`src/rtl/bcd2bin_pkg.sv`:
```
// Shared types and constants for the BCD time-display to binary converter.
// Optional digit validity checking is enabled with BCD2BIN_DIGIT_CHECK_EN.
package bcd2bin_pkg;

  localparam int unsigned DIGIT_W        = 4;
  localparam int unsigned BCD_W          = 4 * DIGIT_W;
  localparam int unsigned MIN_W          = 4;
  localparam int unsigned STEP_W         = 4;
  localparam int unsigned SHIFT_STEPS    = 16;
  localparam int unsigned CS_PER_MIN_DEF = 6000;
  localparam int unsigned BIN_W_DEF      = 16;
  localparam int unsigned BCD_MAX        = 9;

  typedef enum logic [1:0] {
    IDLE   = 2'd0,
    SHIFT  = 2'd1,
    ADD    = 2'd2,
    FINISH = 2'd3
  } state_e;

  // SS.cc digits, most significant first
  typedef struct packed {
    logic [DIGIT_W-1:0] d3;
    logic [DIGIT_W-1:0] d2;
    logic [DIGIT_W-1:0] d1;
    logic [DIGIT_W-1:0] d0;
  } bcd_word_t;

  function automatic logic digit_invalid(input logic [DIGIT_W-1:0] d);
    return d > DIGIT_W'(BCD_MAX);
  endfunction

endpackage

```
`src/rtl/bcd2bin_bcd_digit_corr.sv`:
```
// Reverse double-dabble digit correction: any digit >= 8 after a right shift loses 3.
module bcd_digit_corr
  import bcd2bin_pkg::*;
(
  input  logic [DIGIT_W-1:0] din,
  output logic [DIGIT_W-1:0] dout_c
);

  assign dout_c = (din >= DIGIT_W'(8)) ? (din - DIGIT_W'(3)) : din;

endmodule

```
`src/rtl/bcd2bin.sv`:
```
// Multi-cycle BCD (M:SS.cc) to binary hundredths converter with start/busy/done.
// Define BCD2BIN_DIGIT_CHECK_EN to add the err output flagging non-decimal digits.
module bcd2bin
  import bcd2bin_pkg::*;
#(
  parameter int unsigned CS_PER_MIN = CS_PER_MIN_DEF,
  parameter int unsigned BIN_W      = BIN_W_DEF
) (
  input  logic               clk,
  input  logic               rst_n,
  input  logic               start,
  input  logic [DIGIT_W-1:0] bcd0,
  input  logic [DIGIT_W-1:0] bcd1,
  input  logic [DIGIT_W-1:0] bcd2,
  input  logic [DIGIT_W-1:0] bcd3,
  input  logic [MIN_W-1:0]   minutes,
  output logic [BIN_W-1:0]   bin,
  output logic               busy,
  output logic               done
`ifdef BCD2BIN_DIGIT_CHECK_EN
  ,
  output logic               err
`endif
);

  state_e             state_q, state_d;
  bcd_word_t          bcd_q, bcd_d;
  logic [BIN_W-1:0]   acc_q, acc_d;
  logic [MIN_W-1:0]   min_q, min_d;
  logic [STEP_W-1:0]  step_q, step_d;
  logic [BIN_W-1:0]   bin_q, bin_d;
  logic               busy_q, busy_d;
  logic               done_q, done_d;
`ifdef BCD2BIN_DIGIT_CHECK_EN
  logic               err_q, err_d;
`endif

  bcd_word_t          bcd_shift;
  bcd_word_t          bcd_corr;
  logic [BIN_W-1:0]   acc_shift;

  // The work register is {bcd, acc}; one right shift moves bcd LSB into acc MSB
  assign bcd_shift = bcd_word_t'({1'b0, bcd_q[BCD_W-1:1]});
  assign acc_shift = {bcd_q[0], acc_q[BIN_W-1:1]};

  bcd_digit_corr u_corr3 (.din(bcd_shift.d3), .dout_c(bcd_corr.d3));
  bcd_digit_corr u_corr2 (.din(bcd_shift.d2), .dout_c(bcd_corr.d2));
  bcd_digit_corr u_corr1 (.din(bcd_shift.d1), .dout_c(bcd_corr.d1));
  bcd_digit_corr u_corr0 (.din(bcd_shift.d0), .dout_c(bcd_corr.d0));

  always_ff @(posedge clk) begin
    if (!rst_n) begin
      state_q <= IDLE;
      bcd_q   <= '0;
      acc_q   <= '0;
      min_q   <= '0;
      step_q  <= '0;
      bin_q   <= '0;
      busy_q  <= 1'b0;
      done_q  <= 1'b0;
`ifdef BCD2BIN_DIGIT_CHECK_EN
      err_q   <= 1'b0;
`endif
    end else begin
      state_q <= state_d;
      bcd_q   <= bcd_d;
      acc_q   <= acc_d;
      min_q   <= min_d;
      step_q  <= step_d;
      bin_q   <= bin_d;
      busy_q  <= busy_d;
      done_q  <= done_d;
`ifdef BCD2BIN_DIGIT_CHECK_EN
      err_q   <= err_d;
`endif
    end
  end

  always_comb begin
    state_d = state_q;
    bcd_d   = bcd_q;
    acc_d   = acc_q;
    min_d   = min_q;
    step_d  = step_q;
    bin_d   = bin_q;
    busy_d  = busy_q;
    done_d  = 1'b0;
`ifdef BCD2BIN_DIGIT_CHECK_EN
    err_d   = err_q;
`endif

    unique case (state_q)
      IDLE: begin
        if (start) begin
          bcd_d   = '{d3: bcd3, d2: bcd2, d1: bcd1, d0: bcd0};
          acc_d   = '0;
          min_d   = minutes;
          step_d  = '0;
          busy_d  = 1'b1;
          state_d = SHIFT;
`ifdef BCD2BIN_DIGIT_CHECK_EN
          err_d   = digit_invalid(bcd0) | digit_invalid(bcd1) | digit_invalid(bcd2) |
                    digit_invalid(bcd3) | digit_invalid(minutes);
`endif
        end
      end

      SHIFT: begin
        bcd_d  = bcd_corr;
        acc_d  = acc_shift;
        step_d = step_q + STEP_W'(1);
        if (step_q == STEP_W'(SHIFT_STEPS - 1)) begin
          state_d = (min_q != '0) ? ADD : FINISH;
        end
      end

      // One minute's worth of hundredths per cycle; wraps mod 2^BIN_W on bad input
      ADD: begin
        acc_d = acc_q + BIN_W'(CS_PER_MIN);
        min_d = min_q - MIN_W'(1);
        if (min_q == MIN_W'(1)) begin
          state_d = FINISH;
        end
      end

      FINISH: begin
        bin_d   = acc_q;
        done_d  = 1'b1;
        busy_d  = 1'b0;
        state_d = IDLE;
      end

      default: state_d = IDLE;
    endcase
  end

  assign bin  = bin_q;
  assign busy = busy_q;
  assign done = done_q;
`ifdef BCD2BIN_DIGIT_CHECK_EN
  assign err  = err_q;
`endif

endmodule

```
`config.mk`:
```
export PLATFORM = sky130hd
export DESIGN_NAME = bcd2bin
export DESIGN_NICKNAME = d
export VERILOG_FILES = /design/src/rtl/bcd2bin_pkg.sv /design/src/rtl/bcd2bin_bcd_digit_corr.sv /design/src/rtl/bcd2bin.sv
export SDC_FILE = /design/constraint.sdc
export NUM_CORES = 1
export LEC_CHECK = 0
export CAP_MARGIN = 15
export CORE_AREA = 4 4 99 77
export CTS_CLUSTER_DIAMETER = 200
export CTS_CLUSTER_SIZE = 20
export DETAILED_ROUTE_END_ITERATION = 16
export DIE_AREA = 0 0 103 81
export PLACE_DENSITY = 0.72
export SLEW_MARGIN = 20
export SYNTH_ARGS = -nofsm -noshare
export SYNTH_HDL_FRONTEND = slang
export SYNTH_SLANG_ARGS = --single-unit
```
`constraint.sdc`:
```
create_clock -name clk -period 1.9 [get_ports clk]
set_input_delay 0.19 -clock clk [delete_from_list [all_inputs] [get_ports clk]]
set_output_delay 0.19 -clock clk [all_outputs]
set_load 0.01 [all_outputs]
```
==> metrics.md <==
| Metric | Value |
|---|---|
| Antenna violations before repair | `0` |
| Uppermost layer routed | `met4` |
| Syn avg cell area | `8.65 sq um` |
| Post-synth EDFFs | `0` |
| Compound-Gate Fraction of Synth Area | `0.208` |
| Initial Utilization | `0.477` |
| H-tree levels | `3` |
| Final WL | `7660 microns` |
| Worst EP required | `2140 ps` |
| Static Leakage | `1.48 nW` |
| Clock Latency Late Sink | `350 ps` |
| Dominant cell by count in the synthesized netlist | `dfxtp_1` |
| DPL Wire Length | `5260 microns` |
| Fin. Hold Viols | `0` |
| Vias/cell | `5.59` |
| WL/cell | `15.1 microns` |
| Die width | `103 microns` |
| Distinct cells, synth | `53` |
| Run status | `finished clean` |
| Simple-gate share of the synthesized area | `0.183` |
| Clock transition at path regs | `70 ps` |
| Largest family of logic cells by synthesized area | `compound AO/OA/AOI/OAI gates` |
| Synthesized flop and latch total | `60` |
| WP data arrival | `2070 ps` |
| CP Max Fanout | `13` |
| Ports | `41` |
| Area growth from synthesis to layout | `26.8%` |
| Synth Area in Adders | `0.0626` |
| Final Cell Area | `0.00406 sq mm` |
| VDD IR max | `0.762 mV` |
| CTS Buf Count | `9` |
| CTS tree | `done` |
| Ys flop type | `dfxtp_1` |
| Grt ovf | `0` |
| Vias in the first global route | `2745` |
| Largest cells by area after synthesis | `dfxtp_1, mux2i_1, ha_1, o21ai_0, nand2_1` |
| DR vias | `2836` |
| Worst-margin pin slew | `545 ps` |
| PortBufs | `40` |
| Min Tclk post-route | `1830 ps` |
| Setup TNS | `0 ps` |
| CTS root buf | `clkbuf_8` |
| Die Height | `81 microns` |
| Antenna Cells | `0` |
| CP Launch Type | `flop` |
| Clock Skews | `5.46 ps` |
| Fmax | `546 MHz` |
| Drc violations | `0` |
| Fin crit share | `0.964` |
| Hold Path Stages | `2` |
| Total power | `0.00526 W` |
| Slew HR | `0.635` |
| # fillers | `610` |
| XOR/XNOR share of the synthesized area | `0.0219` |
| Longest Clk Path Bufs | `2` |
| Metal3 WL | `425 microns` |
| CTS Sinks | `60` |
| Starting DRT DRC Count | `148` |
| Mux cell area share after synthesis | `0.0950` |
| Reg2Reg Depth | `5` |
| HP Class | `reg2reg` |
| Site row count | `26` |
| Post-CTS Hold Buffers | `0` |
| FFs w/ async S/R, synth | `0` |
| Routed wl met2 | `3520 microns` |
| Post-Synthesis Cells | `370` |
| M1 WL | `3630 microns` |
| Placed Area | `0.00379 sq mm` |
| Sequential fraction of the synthesis area | `0.375` |
| # Max-Cap Violations | `0` |
| Die area | `0.00834 sq mm` |
| Crit Path Class | `reg2reg` |
| Commonest cells in the synthesized netlist | `dfxtp_1, nand2_1, o21ai_0` |
| Ys Warns | `0` |
| Final setup viols | `0` |
| Core area | `0.00670 sq mm` |
| Mapped Nets | `409` |
| Largest net degree at the start of global routing | `41` |
| NumNets Final | `458` |
| Gr usage total | `0.201` |
| Antenna-violating nets left | `0` |
| Placer Congestion | `0.841` |
| Share of layout cells above drive strength 1 | `0.132` |
| Fin. max-slew vios | `0` |
| Multi-input gate area | `0.00188 sq mm` |
| Mapped cell area | `0.00320 sq mm` |
| P per Cell Area | `1300 mW/mm^2` |
| Area leader, netlist | `dfxtp_1` |
| Top cell type's share of synthesized area | `0.375` |
| First-pass GRT wire length | `13300 microns` |
| CP Capture Type | `flop` |
| Sequential cell area | `0.00121 sq mm` |
| Pre-Repair DR Iteration Count | `5` |
final timing paths:
path,start,slack (ps),end
setup / recovery,state_q[1],70,bcd_q[3]
hold reg to reg,acc_shift[15],460,acc_shift[15]
setup reg to reg,state_q[1],70,bcd_q[3]
hold / removal,acc_shift[15],460,acc_shift[15]
power breakdown:
| group | internal [W] | switching (W) |
|---|---|---|
| Sequential | 0.00150 | 0.000266 |
| Clock | 0.000708 | 0.000493 |
| Combinational | 0.00107 | 0.00122 |
| Total | 0.00328 | 0.00198 |
stage by stage:
step | cells | hold slack (ps) | worst slack, ps | util
after global placement | 491 | 449 | 40.8 | 0.566
after CTS | 506 | 464 | 46.4 | 0.597
final | 507 | 463 | 67.9 | 0.605
after floorplan | 370 | 338 | 15.2 | -
after global routing | 507 | 488 | -19.8 | 0.605
after detailed placement | 491 | 455 | -25.8 | 0.566
critical path, stage by stage, from the launching register on:
cell and delay [ps]:
dfxtp_4 360, inv_2 80, ha_1 390, buf_4 280, mux2_2 350, o221a_2 260
final cells by class:
cell class                      count  share of cell area
Multi-Input combinational cell    268               0.463
Sequential cell                    60               0.297
Timing Repair Buffer               64               0.149
Clock buffer                       14              0.0426
Tap cell                           84              0.0259
Inverter                           16              0.0148
Clock inverter                      1             0.00740
flip-flops by register name, summed over array words and instances (netlist names):
register	cells
acc_q	16
acc_shift	1
bcd_q	15
bin	16
busy	1
done	1
min_q	4
state_q	2
step_q	4
metal layers:
metal  track usage  up-vias
met5             0        -
met4        0.0686        0
met3        0.0472        9
met2         0.314       71
met1         0.274     1338
li1              -     1418
cell usage in the layout, fill, tap and decap left out, types with 2 or more instances in the layout:
cell type and n:
nand3_1 13, mux2_2 3, nand2_1 35, ha_1 14, a22oi_1 2, o21ai_1 3
clkdlybuf4s50_1 40, o211a_1 3, o311a_1 3, buf_4 22, o21a_1 3, nor3_1 5
a31oi_1 4, inv_1 14, mux2i_1 27, clkbuf_1 2, nor4_1 3, o211ai_1 3
a21boi_0 2, xnor2_1 8, nor3b_1 2, and3_1 2, o21ai_0 27, a221o_1 3
buf_12 2, inv_2 2, o2bb2ai_1 2, a222oi_1 3, o221a_2 3, nor2_1 19
clkbuf_8 12, nor2b_1 21, a21oi_1 21, nand2b_1 6, dfxtp_1 58, and2_1 5
timing repair:
| item | in CTS | in global routing |
|---|---|---|
| gates resized for setup | 1 | 12 |
| setup buffers | 0 | 1 |
| setup endpoints to repair | 1 | 16 |
| pin swaps | 0 | 1 |
cells by family after synthesis:
family | Yosys count
buf+inv | 42
flops | 60
compound gates | 97
simple gates | 117
xor+xnor | 8
mux | 30
fa+ha+maj | 16
Note: power is estimated with default switching activity, not from simulation.
